===== config.mk =====
export PLATFORM = sky130hd
export DESIGN_NAME = fib_seq_gen_flat
export DESIGN_NICKNAME = d
export VERILOG_FILES = /design/src/rtl/fib_seq_gen_if.sv /design/src/rtl/fib_seq_gen.sv /design/src/flat_wrapper.sv
export SDC_FILE = /design/constraint.sdc
export NUM_CORES = 1
export LEC_CHECK = 0
export ABC_CLOCK_PERIOD_IN_PS = 2200
export CORE_ASPECT_RATIO = 0.75
export CORE_UTILIZATION = 35
export CTS_BUF_LIST = sky130_fd_sc_hd__clkbuf_4 sky130_fd_sc_hd__clkbuf_8 sky130_fd_sc_hd__clkbuf_16
export CTS_CLUSTER_SIZE = 28
export DETAILED_ROUTE_END_ITERATION = 10
export PLACE_DENSITY_LB_ADDON = 0.12
export REMOVE_ABC_BUFFERS = 1
export SETUP_SLACK_MARGIN = 0.4
export SYNTH_ARGS = -nofsm -noshare
export SYNTH_HDL_FRONTEND = slang
export SYNTH_SLANG_ARGS = --single-unit

===== constraint.sdc =====
create_clock -name clk -period 2.2 [get_ports clk]
set_clock_uncertainty 0.2 [all_clocks]
set_input_delay 0.44 -clock clk [delete_from_list [all_inputs] [get_ports clk]]
set_output_delay 0.44 -clock clk [all_outputs]
set_load 0.01 [all_outputs]

===== src/rtl/fib_seq_gen_if.sv =====
// Handshake/result bundle for fib_seq_gen: job request in, status, result and term stream out.
interface fib_seq_gen_if #(
    parameter int WIDTH = 8,
    parameter int N_W   = 6
);
    logic             start;
    logic [N_W-1:0]   n;
    logic             busy;
    logic             done;
    logic [WIDTH-1:0] result;
    logic             overflow;
    logic             term_valid;
    logic [WIDTH-1:0] term;

    modport master (
        output start, n,
        input  busy, done, result, overflow, term_valid, term
    );

    modport slave (
        input  start, n,
        output busy, done, result, overflow, term_valid, term
    );
endinterface


===== src/rtl/fib_seq_gen.sv =====
// Iterative Fibonacci generator: computes F(n) over n+1 RUN cycles, streaming each term.
// Optional build macro FIB_SATURATE_EN: overflowing terms clamp to all-ones instead of wrapping.
module fib_seq_gen #(
    parameter int WIDTH = 8,
    parameter int N_W   = 6
) (
    input  logic          clk,
    input  logic          rst,
    fib_seq_gen_if.slave  bus
);
    typedef enum logic {IDLE, RUN} state_t;

    state_t           state;
    logic [WIDTH-1:0] a, b;
    logic [N_W-1:0]   cnt;
    logic             a_tag, b_tag;
    logic             busy_q, done_q, overflow_q, term_valid_q;
    logic [WIDTH-1:0] result_q, term_q;

    logic [WIDTH:0]   sum;
    logic             carry;
    logic [WIDTH-1:0] b_next;

    always_comb begin
        sum   = {1'b0, a} + {1'b0, b};
        carry = sum[WIDTH];
`ifdef FIB_SATURATE_EN
        // Once b carries a tag every later term is derived from a saturated value.
        b_next = (carry || b_tag) ? '1 : sum[WIDTH-1:0];
`else
        b_next = sum[WIDTH-1:0];
`endif
    end

    always_ff @(posedge clk) begin
        if (rst) begin
            state        <= IDLE;
            a            <= '0;
            b            <= '0;
            cnt          <= '0;
            a_tag        <= 1'b0;
            b_tag        <= 1'b0;
            busy_q       <= 1'b0;
            done_q       <= 1'b0;
            overflow_q   <= 1'b0;
            term_valid_q <= 1'b0;
            result_q     <= '0;
            term_q       <= '0;
        end else begin
            done_q <= 1'b0;
            case (state)
                IDLE: begin
                    if (bus.start) begin
                        a            <= '0;
                        b            <= WIDTH'(1);
                        cnt          <= bus.n;
                        a_tag        <= 1'b0;
                        b_tag        <= 1'b0;
                        busy_q       <= 1'b1;
                        term_valid_q <= 1'b1;
                        term_q       <= '0;
                        state        <= RUN;
                    end
                end
                RUN: begin
                    if (cnt != '0) begin
                        a      <= b;
                        b      <= b_next;
                        cnt    <= cnt - 1'b1;
                        a_tag  <= b_tag;
                        b_tag  <= b_tag | carry;
                        // term mirrors the new a so it tracks a without a comb path
                        term_q <= b;
                    end else begin
                        result_q     <= a;
                        overflow_q   <= a_tag;
                        done_q       <= 1'b1;
                        busy_q       <= 1'b0;
                        term_valid_q <= 1'b0;
                        state        <= IDLE;
                    end
                end
                default: state <= IDLE;
            endcase
        end
    end

    assign bus.busy       = busy_q;
    assign bus.done       = done_q;
    assign bus.result     = result_q;
    assign bus.overflow   = overflow_q;
    assign bus.term_valid = term_valid_q;
    assign bus.term       = term_q;
endmodule


===== src/flat_wrapper.sv =====
// flat-port wrapper written by rule: the top's interface ports become plain ports
module fib_seq_gen_flat 
#(
    parameter int WIDTH = 8,
    parameter int N_W   = 6
)
  (clk, rst, bus_start, bus_n, bus_busy, bus_done, bus_result, bus_overflow, bus_term_valid, bus_term);
  fib_seq_gen_if #(.WIDTH(WIDTH), .N_W(N_W)) bus_i ();
  input  logic clk;
  input  logic rst;
  input wire logic [$bits(bus_i.start)-1:0] bus_start;
  input wire logic [$bits(bus_i.n)-1:0] bus_n;
  output wire logic [$bits(bus_i.busy)-1:0] bus_busy;
  output wire logic [$bits(bus_i.done)-1:0] bus_done;
  output wire logic [$bits(bus_i.result)-1:0] bus_result;
  output wire logic [$bits(bus_i.overflow)-1:0] bus_overflow;
  output wire logic [$bits(bus_i.term_valid)-1:0] bus_term_valid;
  output wire logic [$bits(bus_i.term)-1:0] bus_term;
  assign bus_i.start = bus_start;
  assign bus_i.n = bus_n;
  assign bus_busy = bus_i.busy;
  assign bus_done = bus_i.done;
  assign bus_result = bus_i.result;
  assign bus_overflow = bus_i.overflow;
  assign bus_term_valid = bus_i.term_valid;
  assign bus_term = bus_i.term;
  fib_seq_gen #(.WIDTH(WIDTH), .N_W(N_W)) u_core (.clk(clk), .rst(rst), .bus(bus_i));
endmodule

# After elaboration in Yosys (flattened, before gate mapping)
# Index checks and enable logic that the tools add are counted.
[totals] reg_bits=36 input_bits=9 output_inout_bits=20
[classes] n_addsub=2 eq_ne=3 muxes=21 bitwise=3 n_reduce_logical=5
[ops] operator="$mux W8" n=4
[ops] operator="$pmux W8 S2" n=2
[ops] operator="$mux W6" n=2
[ops] operator="$pmux W6 S2" n=1
[ops] operator="$add A8 B8 Y9" n=1
[ops] operator="$mux W1" n=8
[ops] operator="$pmux W1 S2" n=4
[ops] operator="$ne A2 B2 Y1 const B" n=3
[ops] operator="$reduce_and A2 Y1" n=3
[ops] operator="$reduce_bool A6 Y1" n=1
[ops] operator="$sub A6 B1 Y6 const B" n=1
[ops] operator="$not A1 Y1" n=2
[ops] operator="$reduce_or A2 Y1" n=1
[ops] operator="$or A1 B1 Y1" n=1

# Longest topological paths before layout
[logic_depth] depth_word=4 mapped_depth=7 mapped_depth_nobuf=6

# Worst setup path before layout
# No wires, ideal clock.
[synth_timing] path_kind="register -> register" start="reg, netlist name u_core.bus.term[0]" end="reg u_core.b[6]" arrival_ns=1.722 t_required_ns=1.883 setup_slack_ns=0.161 stages_incl_launch_ff=7 period_less_slack_ns=2.039 cell_sequence="dfxtp_1 -> ha_1 -> fa_1 -> a211oi_1 -> o21ai_0 -> a21o_1 -> a32o_1"
[synth_lines] item="end signal, assigned" line_no="fib_seq_gen.sv:68" source="b <= b_next;"
[synth_lines] item="end, declared" line_no="fib_seq_gen.sv:14" source="logic [WIDTH-1:0] a, b;"

==> flow_metrics.env <==
export IMPL_critPathMaxStageDelay_ns=0.39
export IMPL_detail_placement_hpwl_um=2800
export IMPL_cts_htree_levels=2
export IMPL_nets=247
export IMPL_clk_insertion_delay_late_ns=0.28
export IMPL_layout_area_overhead_vs_synth_pct=51.0
export IMPL_yosysWarnings=0
export IMPL_hold_path_end="u_core.bus.result[1]"
export IMPL_netlist_area_um2=1730
export IMPL_synth_ff_type="dfxtp_1"
export IMPL_cp_start_kind="flip-flop"
export IMPL_synth_enable_flop_cells=0
export IMPL_global_route_total_overflow=0
export IMPL_switching_share=0.267
export IMPL_hold_viol=0
export IMPL_report_power_total_uw=1670
export IMPL_ir_worst_vdd_mv=0.370
export IMPL_die_y_um=62.9
export IMPL_power_combinational_fraction=0.225
export IMPL_first_global_vias=1473
export IMPL_drt_iter0_markers=93
export IMPL_clk_pin_slew_worst_paths_ns=0.07
export IMPL_finalCritPeriodShare=0.876
export IMPL_crit_slowest_cell="fa_2"
export IMPL_die_width_um=83.1
export IMPL_routed_wire_length_per_instance_um=16.9
export IMPL_design_portCount=29
export IMPL_syn_inst=173
export IMPL_worstHoldStart="u_core.bus.result[1]"
export IMPL_share_clk_of_total_power=0.346
export IMPL_tritoncts_num_sinks=36
export IMPL_core_area_um2=4600
export IMPL_p_leak_uw=0.00136
export IMPL_postRouteAntennaNets=0
export IMPL_asyncSetResetFlopFracSynth=0
export IMPL_drcViolationCount=0
export IMPL_root_buffer="clkbuf_8"
export IMPL_ys_seq_area_frac=0.417
export IMPL_num_vias=1567
export IMPL_depth_of_the_worst_register_to_register_path=6
export IMPL_worst_r2r_startpoint="u_core.bus.term[0]"
export IMPL_rows=21
export IMPL_finish_utilization=0.568
export IMPL_slew_headroom=0.751
export IMPL_synth_seq_cells=36
export IMPL_grt_max_degree=16
export IMPL_placement_setup_worst_slack_ns=0.0554
export IMPL_fraction_of_layout_cells_with_a_size_suffix_above_1=0.342
export IMPL_global_route_wire_length_before_repair_um=7070
export IMPL_max_cap_viol_count=0
export IMPL_worstHoldPathCells=2
export IMPL_cts_inserted_buffers=5
export IMPL_netlist_cell_type_count=46
export IMPL_critical_path_cell_chain="ha_4, fa_2, a211oi_2, o21ai_1, a21o_1, a32o_1"
export IMPL_switching_power_uw=445
export IMPL_clock_tree_from_tritoncts="built"
export IMPL_crit_fanout=4
export IMPL_antennaDiodeCount=0
export IMPL_critPathArrivalTime_ns=1.90
export IMPL_grt_antenna_before_repair=0
export IMPL_clock_fmax_mhz=519
export IMPL_grt_setup_unrepaired="yes"
export IMPL_run_status="finished clean"
export IMPL_syn_avg_cell_area_um2=9.99
export IMPL_worst_hold_path_type="flip-flop to flip-flop"
export IMPL_detail_route_first_pass_iterations=4
export IMPL_category_of_the_worst_setup_path_capture_point="flip-flop"
export IMPL_timing_critical_path_required_ns=2.17
export IMPL_setup_total_negative_slack_ns=0
export IMPL_place_gp_congestion=0.837
export IMPL_criticalPathCategory="flip-flop to flip-flop"
export IMPL_initial_utilization=0.376
export IMPL_grtUsageTotal=0.170
export IMPL_drt_vias_per_instance=5.50
export IMPL_worst_r2r_setup_slack_ns=0.27
export IMPL_port_buffers=28
export IMPL_rr_endpoint="u_core.b[6]"
export IMPL_wl_um=4830
export IMPL_pwr_share_seq=0.429
export IMPL_p_per_area_nw_per_um2=638
export IMPL_die_area_um2=5220
export IMPL_power_report_internal_total_uw=1220
export IMPL_postLayoutSetupSlackWorst_ns=0.272
export IMPL_setup_viol_count_final=0
export IMPL_cts_buffer_depth=2
export IMPL_timing_worst_slew_pin_value_ns=0.370
export IMPL_slew_violations=0
export IMPL_timing_final_crit_period_ns=1.93
cell usage in the layout (no fill, tap or decap), drive strengths merged, types with 5 or more instances in the layout:
cell	count
inv	6
buf	26
nor2	16
nand3	8
a22o	13
a21o	5
dlygate4sd2	13
a211oi	5
mux2i	11
ha	10
clkdlybuf4s50	7
nor3	5
dfxtp	36
clkbuf	7
dlymetal6s2s	8
a21oi	10
worst max path at each step:
stage / start / slack [ns] / to / cells past startpoint
4_1_cts: u_core.bus.term[0] / 0.28 / u_core.b[6] / 6
2_1_floorplan: u_core.bus.term[0] / 0.16 / u_core.b[6] / 6
3_5_place_dp: u_core.bus.term[0] / 0.06 / u_core.b[6] / 6
6_report: u_core.bus.term[0] / 0.27 / u_core.b[6] / 6
5_1_grt: u_core.bus.term[0] / 0.18 / u_core.b[6] / 6
3_3_place_gp: u_core.bus.term[0] / 0.03 / u_core.b[6] / 6
critical path: cells and delay by family, from the launching register on:
kind                       cells  cell delay, ns
AOI/OAI and AO/OA              4            0.70
adders and majority gates      2            0.56
DFF                            1            0.36
flip-flops by register name, indices dropped and copies added, names as in the netlist:
name / cells
u_core.a_tag: 1
u_core.b: 8
u_core.b_tag: 1
u_core.bus.done: 1
u_core.bus.overflow: 1
u_core.bus.result: 8
u_core.bus.term: 8
u_core.bus.term_valid: 1
u_core.cnt: 6
u_core.state: 1
cell type report:
cell class | count | area, um^2
Sequential cell | 36 | 733
Tap cell | 57 | 71.3
Inverter | 7 | 26.3
Clock buffer | 6 | 76.3
Multi-Input combinational cell | 122 | 1120
Fill cell | 398 | 1990
Timing Repair Buffer | 55 | 543
Clock inverter | 2 | 35.0
cells in the mapped netlist (2+ instances only):
cell type  count  share of area
nor3_1         4          0.012
clkbuf_1       3         0.0065
nand2b_1       2         0.0072
mux2i_1       11          0.064
nand3_1        8          0.023
xnor2_1        2          0.010
ha_1          10          0.072
o211ai_1       2         0.0087
inv_1          6          0.013
nand2_1        4         0.0087
nor2_1        16          0.035
a21o_1         5          0.022
a211oi_1       5          0.022
a21oi_1       10          0.029
xor2_1         2          0.010
o21ai_0        4          0.012
a22o_1         4          0.020
dfxtp_1       36           0.42
a22o_2         9          0.052
nand4_1        2         0.0072
buf_2          3         0.0087
cells by family after synthesis:
group / after synthesis / synth area share
AO/OA/AOI/OAI: 51 / 0.228
flip-flops: 36 / 0.417
buffers and inverters: 15 / 0.0413
AND/OR/NAND/NOR: 44 / 0.139
adder cells (fa/ha/maj): 11 / 0.0840
XOR/XNOR: 4 / 0.0203
multiplexers: 12 / 0.0702
metal layers:
layer / GRT usage / wire length (um) / part of all wire / vias to the layer above
li1: - / - / - / 749
met1: 0.234 / 2250 / 0.47 / 752
met2: 0.247 / 2180 / 0.45 / 60
met3: 0.0502 / 350 / 0.073 / 6
met4: 0.0690 / 51 / 0.011 / 0
met5: 0 / 0 / 0 / -
what timing repair did:
item,CTS,global route
gates resized for setup,38,39
endpoints found under the setup margin,34,41
setup buffers,11,4
pin swaps,8,21
gates cloned,1,2
hold buffers,0,0
metrics by stage:
stage          hold slack, ns  instance area, um^2  cells
2_1_floorplan           0.243                 1680    165
3_3_place_gp            0.264                 2100    259
3_5_place_dp            0.278                 2100    259
4_1_cts                 0.295                 2400    279
5_1_grt                 0.326                 2610    285
6_report                0.290                 2610    285
power by group through the flow:
stage / clock, uW / combinational, uW / sequential [uW]
finish: 576 / 375 / 714
CTS: 591 / 296 / 707
global placement: 0 / 234 / 717
detailed placement: 0 / 235 / 718
global route: 630 / 404 / 717
floorplan: 0 / 143 / 715
Note: power is estimated with default switching activity, not from simulation.
